### src/rtl/sc_io_master_pkg.sv
// Shared definitions for the switch-to-display bus initiator.
// Holds the default MMIO map, the controller state encoding and the
// active-low seven-segment code table used for the hex writes.
package sc_io_master_pkg;

    localparam logic [31:0] DEF_SW_ADDR  = 32'hffff_ff00;
    localparam logic [31:0] DEF_HEX_BASE = 32'hffff_ff20;
    localparam logic [31:0] DEF_LED_ADDR = 32'hffff_ff80;

    localparam int          NUM_HEX      = 6;
    localparam int          SW_W         = 10;

    typedef enum logic [2:0] {
        ST_IDLE   = 3'd0,
        ST_RD_SW  = 3'd1,
        ST_CONV   = 3'd2,
        ST_WR_HEX = 3'd3,
        ST_WR_LED = 3'd4
    } state_t;

    // Active-low gfedcba pattern for one BCD digit; non-decimal codes blank.
    function automatic logic [6:0] seven_seg(input logic [3:0] d);
        logic [6:0] s;
        case (d)
            4'd0:    s = 7'b1000000;
            4'd1:    s = 7'b1111001;
            4'd2:    s = 7'b0100100;
            4'd3:    s = 7'b0110000;
            4'd4:    s = 7'b0011001;
            4'd5:    s = 7'b0010010;
            4'd6:    s = 7'b0000010;
            4'd7:    s = 7'b1111000;
            4'd8:    s = 7'b0000000;
            4'd9:    s = 7'b0010000;
            default: s = 7'b1111111;
        endcase
        return s;
    endfunction

endpackage

### src/rtl/sc_io_master_bin2bcd.sv
// bin2bcd_seq: sequential double-dabble converter, 10-bit binary to 4 BCD digits.
// Ports:
//   clock   in   system clock
//   resetn  in   synchronous active-low reset (control state only)
//   start   in   load request; ignored while a conversion is running
//   bin     in   10-bit value sampled on an accepted start
//   done    out  one-cycle pulse when bcd is valid
//   bcd     out  {thousands, hundreds, tens, ones}; held until the next start
// Timing: load on the start edge, then 10 shift edges; done is set on the
// last shift edge, so it is sampled 11 edges after start was sampled.
module bin2bcd_seq (
    input  logic        clock,
    input  logic        resetn,
    input  logic        start,
    input  logic [9:0]  bin,
    output logic        done,
    output logic [15:0] bcd
);

    logic [25:0] shreg;
    logic [3:0]  count;
    logic        active;
    logic [15:0] adj;

    // Add-3 correction on every BCD nibble that is 5 or more before shifting.
    always_comb begin
        adj = shreg[25:10];
        for (int i = 0; i < 4; i++) begin
            if (shreg[10 + i*4 +: 4] >= 4'd5) begin
                adj[i*4 +: 4] = shreg[10 + i*4 +: 4] + 4'd3;
            end
        end
    end

    always_ff @(posedge clock) begin
        if (!resetn) begin
            active <= 1'b0;
            done   <= 1'b0;
            count  <= 4'd0;
        end else begin
            done <= 1'b0;
            if (active) begin
                count <= count - 4'd1;
                if (count == 4'd1) begin
                    active <= 1'b0;
                    done   <= 1'b1;
                end
            end else if (start) begin
                active <= 1'b1;
                count  <= 4'd10;
            end
        end
    end

    // Datapath needs no reset: it is always loaded before it is used.
    always_ff @(posedge clock) begin
        if (!active && start) begin
            shreg <= {16'd0, bin};
        end else if (active) begin
            shreg <= {adj, shreg[9:0]} << 1;
        end
    end

    assign bcd = shreg[25:10];

endmodule

### src/rtl/sc_io_master.sv
// sc_io_master: bus initiator that periodically reads the switch register,
// converts it to decimal and writes six seven-segment codes and the LEDs.
// Ports:
//   clock      in   system clock
//   resetn     in   synchronous active-low reset
//   enable     in   1 = periodic refresh runs; 0 = finish current refresh then idle
//   bus_grant  in   bus owned this cycle; an access completes only when high
//   dataout    in   read data from the memory block (combinational on addr)
//   bus_req    out  bus request (registered)
//   addr       out  bus address (registered)
//   datain     out  write data (registered)
//   we         out  write strobe; write state qualified by the current grant
//   busy       out  high whenever the controller is not idle
// The timer only runs while idle, so each idle gap is exactly PERIOD cycles.
module sc_io_master #(
    parameter int unsigned PERIOD   = 50000,
    parameter logic [31:0] SW_ADDR  = 32'hffff_ff00,
    parameter logic [31:0] HEX_BASE = 32'hffff_ff20,
    parameter logic [31:0] LED_ADDR = 32'hffff_ff80
) (
    input  logic        clock,
    input  logic        resetn,
    input  logic        enable,
    input  logic        bus_grant,
    input  logic [31:0] dataout,
    output logic        bus_req,
    output logic [31:0] addr,
    output logic [31:0] datain,
    output logic        we,
    output logic        busy
);

    import sc_io_master_pkg::*;

    localparam int TW = $clog2(PERIOD);

    state_t          state, state_nx;
    logic [TW-1:0]   timer, timer_nx;
    logic [2:0]      idx, idx_nx;
    logic [SW_W-1:0] sw_q, sw_nx;
    logic [15:0]     digits, digits_nx;
    logic            req_nx;
    logic [31:0]     addr_nx, datain_nx;

    logic            conv_start;
    logic            conv_done;
    logic [15:0]     conv_bcd;

    // Only the switch bits of the read word matter.
    logic            unused_dataout;
    assign unused_dataout = ^dataout[31:SW_W];

    // Digits 0..3 come from the BCD result; the two upper displays are blank.
    function automatic logic [6:0] hex_seg(input logic [15:0] dig, input logic [2:0] i);
        logic [6:0] s;
        case (i)
            3'd0:    s = seven_seg(dig[3:0]);
            3'd1:    s = seven_seg(dig[7:4]);
            3'd2:    s = seven_seg(dig[11:8]);
            3'd3:    s = seven_seg(dig[15:12]);
            default: s = 7'b1111111;
        endcase
        return s;
    endfunction

    // The converter loads straight from the bus on the granted read edge, so
    // the conversion overlaps the first CONV cycle and CONV lasts 11 cycles.
    bin2bcd_seq u_bin2bcd (
        .clock  (clock),
        .resetn (resetn),
        .start  (conv_start),
        .bin    (dataout[SW_W-1:0]),
        .done   (conv_done),
        .bcd    (conv_bcd)
    );

    always_comb begin
        state_nx   = state;
        timer_nx   = timer;
        idx_nx     = idx;
        sw_nx      = sw_q;
        digits_nx  = digits;
        conv_start = 1'b0;

        case (state)
            ST_IDLE: begin
                if (enable) begin
                    if (timer == TW'(PERIOD - 1)) begin
                        timer_nx = '0;
                        state_nx = ST_RD_SW;
                    end else begin
                        timer_nx = timer + 1'b1;
                    end
                end else begin
                    timer_nx = '0;
                end
            end
            ST_RD_SW: begin
                if (bus_grant) begin
                    sw_nx      = dataout[SW_W-1:0];
                    conv_start = 1'b1;
                    state_nx   = ST_CONV;
                end
            end
            ST_CONV: begin
                if (conv_done) begin
                    digits_nx = conv_bcd;
                    idx_nx    = 3'd0;
                    state_nx  = ST_WR_HEX;
                end
            end
            ST_WR_HEX: begin
                if (bus_grant) begin
                    if (idx == 3'(NUM_HEX - 1)) begin
                        state_nx = ST_WR_LED;
                    end else begin
                        idx_nx = idx + 3'd1;
                    end
                end
            end
            ST_WR_LED: begin
                if (bus_grant) begin
                    state_nx = ST_IDLE;
                end
            end
            default: state_nx = ST_IDLE;
        endcase
    end

    // Registered bus outputs are decoded from the next state so they line up
    // with the state they belong to; a held access keeps the same values.
    always_comb begin
        req_nx    = 1'b0;
        addr_nx   = 32'd0;
        datain_nx = 32'd0;
        case (state_nx)
            ST_RD_SW: begin
                req_nx  = 1'b1;
                addr_nx = SW_ADDR;
            end
            ST_WR_HEX: begin
                req_nx    = 1'b1;
                addr_nx   = HEX_BASE + {25'd0, idx_nx, 4'd0};
                datain_nx = {25'd0, hex_seg(digits_nx, idx_nx)};
            end
            ST_WR_LED: begin
                req_nx    = 1'b1;
                addr_nx   = LED_ADDR;
                datain_nx = {22'd0, sw_nx};
            end
            default: ;
        endcase
    end

    always_ff @(posedge clock) begin
        if (!resetn) begin
            state   <= ST_IDLE;
            timer   <= '0;
            idx     <= 3'd0;
            sw_q    <= '0;
            digits  <= 16'd0;
            bus_req <= 1'b0;
            addr    <= 32'd0;
            datain  <= 32'd0;
        end else begin
            state   <= state_nx;
            timer   <= timer_nx;
            idx     <= idx_nx;
            sw_q    <= sw_nx;
            digits  <= digits_nx;
            bus_req <= req_nx;
            addr    <= addr_nx;
            datain  <= datain_nx;
        end
    end

    // The strobe must follow this cycle's grant, so it is gated combinationally.
    assign we   = bus_grant && ((state == ST_WR_HEX) || (state == ST_WR_LED));
    assign busy = (state != ST_IDLE);

endmodule
### config.mk
export PLATFORM = sky130hd
export DESIGN_NAME = sc_io_master
export DESIGN_NICKNAME = d
export VERILOG_FILES = /design/src/rtl/sc_io_master_pkg.sv /design/src/rtl/sc_io_master_bin2bcd.sv /design/src/rtl/sc_io_master.sv
export SDC_FILE = /design/constraint.sdc
export NUM_CORES = 1
export LEC_CHECK = 0
export CAP_MARGIN = 30
export CORE_MARGIN = 2
export CORE_UTILIZATION = 35
export CTS_CLUSTER_SIZE = 24
export DETAILED_ROUTE_END_ITERATION = 7
export GPL_TIMING_DRIVEN = 0
export HOLD_SLACK_MARGIN = 0.15
export PLACE_DENSITY_LB_ADDON = 0.25
export SLEW_MARGIN = 15
export SYNTH_ARGS = -nofsm -noshare
export SYNTH_HDL_FRONTEND = slang
export SYNTH_HIERARCHICAL = 1
export SYNTH_SLANG_ARGS = --single-unit
### constraint.sdc
create_clock -name clock -period 8.8 [get_ports clock]
set_input_delay 1.76 -clock clock [delete_from_list [all_inputs] [get_ports clock]]
set_output_delay 1.76 -clock clock [all_outputs]
set_load 0.01 [all_outputs]
# ---- After elaboration in Yosys (flattened, before gate mapping)
# Memory sizes are Yosys's and may differ from the RTL's.
# Cells that the tools add are included.
dict set report classes {
  n_addsub 8
  magnitude_cmp 4
  eq_ne 13
  n_mux 36
  reduce_logical 11
}
# cell n
set op_table {}
lappend op_table {{32-bit one-hot mux with 3 select lines} 1}
lappend op_table {{16-bit 2-to-1 mux} 4}
lappend op_table {{10-bit 2-to-1 mux} 4}
lappend op_table {{3-bit 2-to-1 mux} 11}
lappend op_table {{7-bit one-hot mux with 4 select lines} 1}
lappend op_table {{4-bit 2-to-1 mux} 5}
lappend op_table {{10-bit one-hot mux with 2 select lines} 1}
lappend op_table {{16-bit by 1-bit adder with 16-bit output, second input constant} 1}
lappend op_table {{16-bit equality test, second input constant} 1}
lappend op_table {{4-bit by 3-bit greater-or-equal comparator with 1-bit output, second input constant} 4}
lappend op_table {{3-bit by 2-bit equality test with 1-bit output, second input constant} 5}
lappend op_table {{3-bit one-hot mux with 5 select lines} 1}
lappend op_table {{4-bit by 2-bit adder with 4-bit output, second input constant} 3}
lappend op_table {{9-bit by 8-bit adder with 10-bit output, first input constant} 1}
lappend op_table {{3-bit by 1-bit equality test with 1-bit output, second input constant} 3}
lappend op_table {{3-bit equality test, second input constant} 3}
lappend op_table {{1-bit 2-to-1 mux} 7}
lappend op_table {{3-bit logical NOT} 2}
lappend op_table {{3-bit one-hot mux with 2 select lines} 1}
lappend op_table {{4-bit by 1-bit equality test with 1-bit output, second input constant} 1}
lappend op_table {{2-bit nonzero test} 2}
lappend op_table {{4-bit by 1-bit subtractor with 4-bit output, second input constant} 1}
lappend op_table {{3-bit by 1-bit adder with 3-bit output, second input constant} 1}
lappend op_table {{3-bit by 2-bit adder with 3-bit output, second input constant} 1}
lappend op_table {{6 further kinds} 7}
dict set report word_totals {
  register_bits 145
  mem_bits_ro 448
  in_bits 36
  output_inout_bits 67
  wordCells 89
  mem_count 4
}
# name words word_bits rd rd_clocked_by_memory_dff wr line
set mem_list {}
lappend mem_list {{(name not given)} 16 7 1 0 0 sc_io_master_pkg.sv:24} ;# case (d)
lappend mem_list {{(name not given)} 16 7 1 0 0 sc_io_master_pkg.sv:24}
lappend mem_list {{(name not given)} 16 7 1 0 0 sc_io_master_pkg.sv:24}
lappend mem_list {{(name not given)} 16 7 1 0 0 sc_io_master_pkg.sv:24}

# ---- Longest topological paths before layout
# Gate-level depths: netlist of the first run.
dict set report logic_depth {
  ltp_word 7
  mapped_depth 14
  mapped_depth_nobuf 12
}

# ---- Hierarchy
# The synthesis of the first run kept the hierarchy.
# mod n_inst cells_per_inst area_per_inst_um2
set by_module_without_submodules {}
lappend by_module_without_submodules {sc_io_master 1 527 4376.7}
lappend by_module_without_submodules {bin2bcd_seq 1 183 1826.8}

# ---- Worst setup path before layout of the first run
# Ideal clock, no wire load.
dict set report synth_timing {
  path_type {input to output}
  startpoint {input bus_grant}
  endpoint {output we}
  arrival_ns 1.974
  t_required_ns 7.040
  slack_ns 5.066
  path_stages 2
  path_buffers 0
  cell_sequence {inv_1 > nor2_1}
}
dict set report synth_via {
  elab_chain_len 1
}
# element line
set synth_lines {}
lappend synth_lines {{start, declared} sc_io_master.sv:24} ;# input logic bus_grant,
lappend synth_lines {{1-bit logical AND} sc_io_master.sv:178} ;# assign we = bus_grant && ((state == ST_WR_HEX) || (state == ST_WR_LED));
lappend synth_lines {{end, declared} sc_io_master.sv:29} ;# output logic we,
# No other way between the ends.

# ---- Worst setup path after layout of the first run
# Same ends and word-level chain as after synthesis.

==> qor.csv, run 1 <==
metric;value;unit
Async SR Flop Fraction;0;%
Synth Area per Inst;8.74;sq um
post-synthesis cell area;6200;sq um
unrepaired setup endpoints after global routing;false;
Final Hold Fails;0;
vias per cell;4.96;
initial core utilization;35.9;%
clk sinks;95;
Leakage;3.10;nW
clk root buf;clkbuf_16;
Synth Area in XOR/XNOR;1.84;%
Placed Cells;1014;
HP Class;flop to flop;
final net count;876;
H-Tree Depth;3;
First-pass DRT Iterations;5;
GRT Total Usage;16.4;%
YS warnings;6;
Iteration-0 DRC Markers;289;
port buffer count;54;
worst-path fanout max;8;
RD Place Congestion;0.860;
Post-Synth Simple-Gate Area;22.8;%
Netlist cell types;81;
fin. max-slew vios;0;
cts repair resizes;0;
Max IR drop VDD;0.0881;mV
largest area contributor in the netlist;dfxtp_1;
post-CTS setup buffers;0;
Slew @ Worst Pin;0.723;ns
final wirelength;15000;um
CTS tree;built;
Sw Share;21.3;%
Final setup viols;0;
sequential area share after synthesis;32.3;%
worst path required time;7.04;ns
status;finished clean;
Cell Count, Final, Fillers Out;1030;
largest family of logic cells by synthesized area;simple AND/OR/NAND/NOR gates;
Worst Path Arrival;3.27;ns
dominant synthesized flop cell;dfxtp_1;
most common cell in the netlist;dfxtp_1;
antenna violations before repair;0;
Clock power frac;48.8;%
CTS Buf Count;9;
setup_tns;0;ns
synth top area cells;dfxtp_1 27%, buf_4 8.2%, ha_1 8.1%, edfxtp_1 4.8%, nand2_1 4.0%;
first-pass GRT wire length;24200;um
post-route cell area;7460;sq um
max_cap viols;0;
Slew headroom;51.4;%
Syn Inst Count;710;
total core area;17300;sq um
Pwr per Cell Area;123;nW/um^2
Post-DP HPWL;11200;um
largest net degree at the start of global routing;26;
CP Capture Type;primary output;
Gate power share;3.4;%
Final ANT Viol Nets;0;
clk_skew;0.00558;ns
Post-synth EDFFs;10;
met1 Track Usage GR;21.2;%
clock latency on the worst-skew pair;0.36;ns
die span in x;137;um
post-synthesis mux area share;5.71;%
fin crit share;57.1;%
grt total ovfl;0;
Fillers;1734;
io pins;103;
Reg power frac;47.7;%
CTS Hold Bufs;0;
routed vias;5112;
Worst-path clk slew;0.07;ns
final core occ;43.1;%
startpoint types;input pin;
met2 global-route usage;27.0;%
Psw;0.195;mW
vias in the first global route;4752;
synth cell count leaders;85 x dfxtp_1, 68 x buf_4, 66 x nand2_1;
placed instance area;7120;sq um
full die area;18800;sq um
Synth Area in Compound Gates;16.4;%
#FFs+latches synth;95;
Die H;137;um
ant diodes;0;
CP Class;input pin to primary output;
FP Rows;48;
met3 usage;3.44;%
area grow syn2layout;20.2;%
P_int;0.721;mW
WL/cell;14.6;um
GRT Max-Usage Layer;met2;
fmax;199;MHz
share of the synthesized area in the top cell type;27.4;%
adder-cell share of the synthesized area;8.07;%
layout cells sized above 1;16.4;%
minimum clock period;5.03;ns
Residual DRC;0;
clock tree buffer depth;2;
-- through the flow --
stage | hold WS [ns] | power, mW | setup slack (ns)
floorplan | 0.421 | 0.467 | 5.07
global placement | 0.462 | 0.478 | 3.80
detailed placement | 0.459 | 0.478 | 3.78
CTS | 0.480 | 0.928 | 3.79
global route | 0.513 | 0.947 | 3.71
finish | 0.475 | 0.916 | 3.77
-- cells by family (layout without fill, tap and decap cells) --
logic type / after synthesis / count (layout)
buf+inv: 130 / 200
other cells: 1 / 26
fa+ha+maj: 40 / 40
mux: 32 / 32
compound gates: 145 / 145
flops: 95 / 95
xor+xnor: 13 / 13
simple gates: 254 / 254
-- layout by cell type, fill, tap and decap left out, types with 5 or more instances in the layout --
master / instances
nor2b_1: 23
nand2_1: 66
xor2_1: 5
buf_6: 5
clkbuf_16: 10
edfxtp_1: 10
clkdlybuf4s50_1: 54
nor3_1: 15
a21boi_0: 12
ha_1: 40
dfxtp_1: 85
nor3b_1: 6
a211oi_1: 5
buf_4: 68
nor2_1: 40
and3_1: 11
o22ai_1: 6
mux2_2: 14
o21ai_0: 18
a31oi_1: 5
a2111o_1: 5
xnor2_1: 8
nand3_1: 22
a21oi_1: 38
mux2i_1: 16
clkbuf_1: 12
nor4b_1: 5
nand4_1: 6
conb_1: 26
inv_1: 33
buf_2: 9
nand2b_1: 7
o31ai_1: 5
and2_1: 20
-- critical path, stage by stage --
cell	delay [ns]
clkdlybuf4s50_1	0.66
inv_1	0.13
nor2_1	0.15
clkdlybuf4s50_1	0.56
-- power groups by stage --
stage | sequential, mW | clock [mW] | combinational, mW
2_1_floorplan | 0.447 | 0 | 0.0201
3_3_place_gp | 0.447 | 0 | 0.0311
3_5_place_dp | 0.447 | 0 | 0.0311
4_1_cts | 0.437 | 0.460 | 0.0311
5_1_grt | 0.437 | 0.475 | 0.0346
6_report | 0.437 | 0.447 | 0.0314
-- state kept, by name (all words and copies together), names as in the netlist --
register          cells
u_bin2bcd/shreg      26
digits               16
timer                16
datain               10
sw_q                 10
addr                  4
u_bin2bcd/count       4
idx                   3
state                 3
bus_req               1
u_bin2bcd/active      1
u_bin2bcd/done        1
-- area by class of cell --
type / count / area [sq um] / area share, %
Multi-Input combinational cell: 510 / 3500 / 46.9
Sequential cell: 95 / 2000 / 26.8
Buffer: 95 / 663 / 8.89
Timing Repair Buffer: 54 / 541 / 7.25
Tap cell: 225 / 282 / 3.78
Clock buffer: 11 / 254 / 3.41
Inverter: 35 / 134 / 1.80
Clock inverter: 5 / 83.8 / 1.12
-- routing by layer --
layer,vias up,routed length (um)
met4,0,246
met1,2353,7190
met2,129,6770
met3,17,782
li1,2613,-
met5,-,0
-- worst paths after layout --
path | from | to | slack [ns] | depth (start not counted)
setup / recovery | bus_grant | we | 3.77 | 4
hold / removal | sw_q[8]$_SDFF_PN0_ | sw_q[8]$_SDFF_PN0_ | 0.48 | 2
setup reg to reg | state[0]$_SDFF_PN0_ | datain[4]$_SDFF_PN0_ | 5.21 | 12
hold reg to reg | sw_q[8]$_SDFF_PN0_ | sw_q[8]$_SDFF_PN0_ | 0.48 | 2
No activity file was read; power rests on OpenSTA's default activity.
==> run 2: changes to the inputs <==
==> constraint.sdc (replaced) <==
create_clock -name clock -period 4.8 [get_ports clock]
set_input_delay 0.96 -clock clock [delete_from_list [all_inputs] [get_ports clock]]
set_output_delay 0.96 -clock clock [all_outputs]
set_load 0.01 [all_outputs]
==> results of run 2 <==
The final DEF is identical to that of run 1. Status: finished clean.
Among the figures that moved: setup slack after placement 3.78 ns -> 0.717 ns; setup slack after layout 3.77 ns -> 1.06 ns; end point of the critical path we -> datain[4]$_SDFF_PN0_; register-to-register setup slack 5.21 ns -> 1.21 ns; total power 0.916 mW -> 1.68 mW; worst IR drop on VDD 0.0881 mV -> 0.161 mV
==> run 3: changes to the inputs <==
==> constraint.sdc (replaced) <==
create_clock -name clock -period 3.7 [get_ports clock]
set_input_delay 0.74 -clock clock [delete_from_list [all_inputs] [get_ports clock]]
set_output_delay 0.74 -clock clock [all_outputs]
set_load 0.01 [all_outputs]
==> run 3 against run 2 <==
Core utilization increased by 0.058 points. Setup slack got worse by 0.87 ns. Critical path depth unchanged. Register-to-register slack got worse by 0.95 ns. Non-clock buffer count unchanged. Wire length decreased by 0.16%. Sequential power increased by 30%. First-iteration DRC count decreased by 8.0%.
==> qor.csv, run 3 (synthesis gave the netlist of run 1 again) <==
metric;value;unit
max_cap viols;0;
top flop regs;u_bin2bcd/shreg x26, digits x16, timer x16;
setup ws final;0.190;ns
Clock power frac;48.8;%
full die area;18800;sq um
worst-path fanout max;8;
Iteration-0 DRC Markers;266;
Leakage;3.10;nW
post-CTS setup buffers;0;
FP Rows;48;
GRT Total Usage;16.4;%
fin. max-slew vios;0;
CP Capture Type;flop;
top layer in use;met4;
met2 WL;6800;um
Worst-path clk slew;0.07;ns
fmax;285;MHz
clk sinks;95;
CTS Buf Count;9;
vias per cell;4.99;
worst path required time;3.95;ns
Final Hold Fails;0;
clk_skew;0.00522;ns
port buffer count;54;
post-route cell area;7470;sq um
P_int;1.72;mW
layout cells sized above 1;16.6;%
final net count;876;
Die H;137;um
status;finished clean;
clock tree buffer depth;2;
area grow syn2layout;20.4;%
most flop-heavy register;u_bin2bcd/shreg;
minimum clock period;3.51;ns
Final setup viols;0;
Final ANT Viol Nets;0;
vias in the first global route;4752;
met1 wire length;7140;um
grt total ovfl;0;
Worst Path Arrival;3.76;ns
Cell Count, Final, Fillers Out;1030;
Psw;0.462;mW
CTS tree;built;
Pwr per Cell Area;292;nW/um^2
initial core utilization;35.9;%
final wirelength;15000;um
Slew headroom;51.7;%
HP Class;flop to flop;
most common cell after layout, fill and taps aside;dfxtp_1;
io pins;103;
Post-DP HPWL;11200;um
Max IR drop VDD;0.210;mV
total chip power;2.18;mW
total core area;17300;sq um
final hold slack;0.476;ns
Gate power share;3.4;%
die span in x;137;um
fin crit share;94.9;%
Fillers;1734;
Residual DRC;0;
metal3 WL;785;um
placed instance area;7120;sq um
unrepaired setup endpoints after global routing;false;
first-pass GRT wire length;24200;um
First-pass DRT Iterations;5;
clk root buf;clkbuf_16;
routed vias;5136;
H-Tree Depth;3;
RD Place Congestion;0.860;
Placed Cells;1014;
CP Class;input pin to flop;
max reg flops;26;
Slew @ Worst Pin;0.718;ns
most frequent cells in the layout;85 x dfxtp_1, 68 x buf_4, 66 x nand2_1;
clock latency on the worst-skew pair;0.36;ns
ant diodes;0;
Place WS;-0.163;ns
Reg power frac;47.7;%
Sw Share;21.2;%
startpoint types;input pin;
antenna violations before repair;0;
largest net degree at the start of global routing;26;
WL/cell;14.5;um
## run 3: what timing repair did
item	in CTS	in global routing
hold buffers	0	0
endpoints found under the setup margin	0	2
resized for setup	0	3
## run 3: path summary, 6_finish.rpt
path / startpoint / to / slack [ns] / cells after the start
setup / recovery: bus_grant / datain[4]$_SDFF_PN0_ / 0.19 / 12
hold / removal: sw_q[8]$_SDFF_PN0_ / sw_q[8]$_SDFF_PN0_ / 0.48 / 2
setup reg to reg: state[0]$_SDFF_PN0_ / datain[4]$_SDFF_PN0_ / 0.26 / 12
hold reg to reg: sw_q[8]$_SDFF_PN0_ / sw_q[8]$_SDFF_PN0_ / 0.48 / 2
## run 3: cell type report
type,instances,area (sq um),area share (%)
Buffer,95,666,8.91
Clock buffer,11,254,3.40
Clock inverter,5,83.8,1.12
Inverter,35,134,1.79
Multi-Input combinational cell,510,3510,47.0
Sequential cell,95,2000,26.8
Tap cell,225,282,3.77
Timing Repair Buffer,54,541,7.24
## run 3: worst max-delay path, cell delays in order
cell and delay (ns):
clkdlybuf4s50_1 0.66, and4b_1 0.39, nand2_1 0.11, a31o_2 0.32
inv_1 0.10, ha_1 0.13, or2_2 0.09, clkbuf_1 0.29
o311ai_0 0.22, o311ai_0 0.33, a21oi_1 0.08, a211o_1 0.30
## run 3: power groups by stage
stage	Clock, mW	Combinational (mW)	Sequential, mW
after global placement	0	0.0740	1.06
after detailed placement	0	0.0739	1.06
after global routing	1.13	0.0823	1.04
final	1.06	0.0746	1.04
after CTS	1.09	0.0740	1.04
after floorplan	0	0.0479	1.06
## run 3: layer usage
metal  up-vias  GRT usage (%)
li1       2615              -
met1      2378           21.2
met2       130           27.0
met3        13           3.44
met4         0           5.78
met5         -              0
## run 3: metrics by stage
| step | TNS, ns | util (%) |
|---|---|---|
| floorplan | 0 | - |
| global placement | -0.117 | 41.2 |
| detailed placement | -0.163 | 41.2 |
| CTS | 0 | 43.1 |
| global route | 0 | 43.2 |
| finish | 0 | 43.2 |
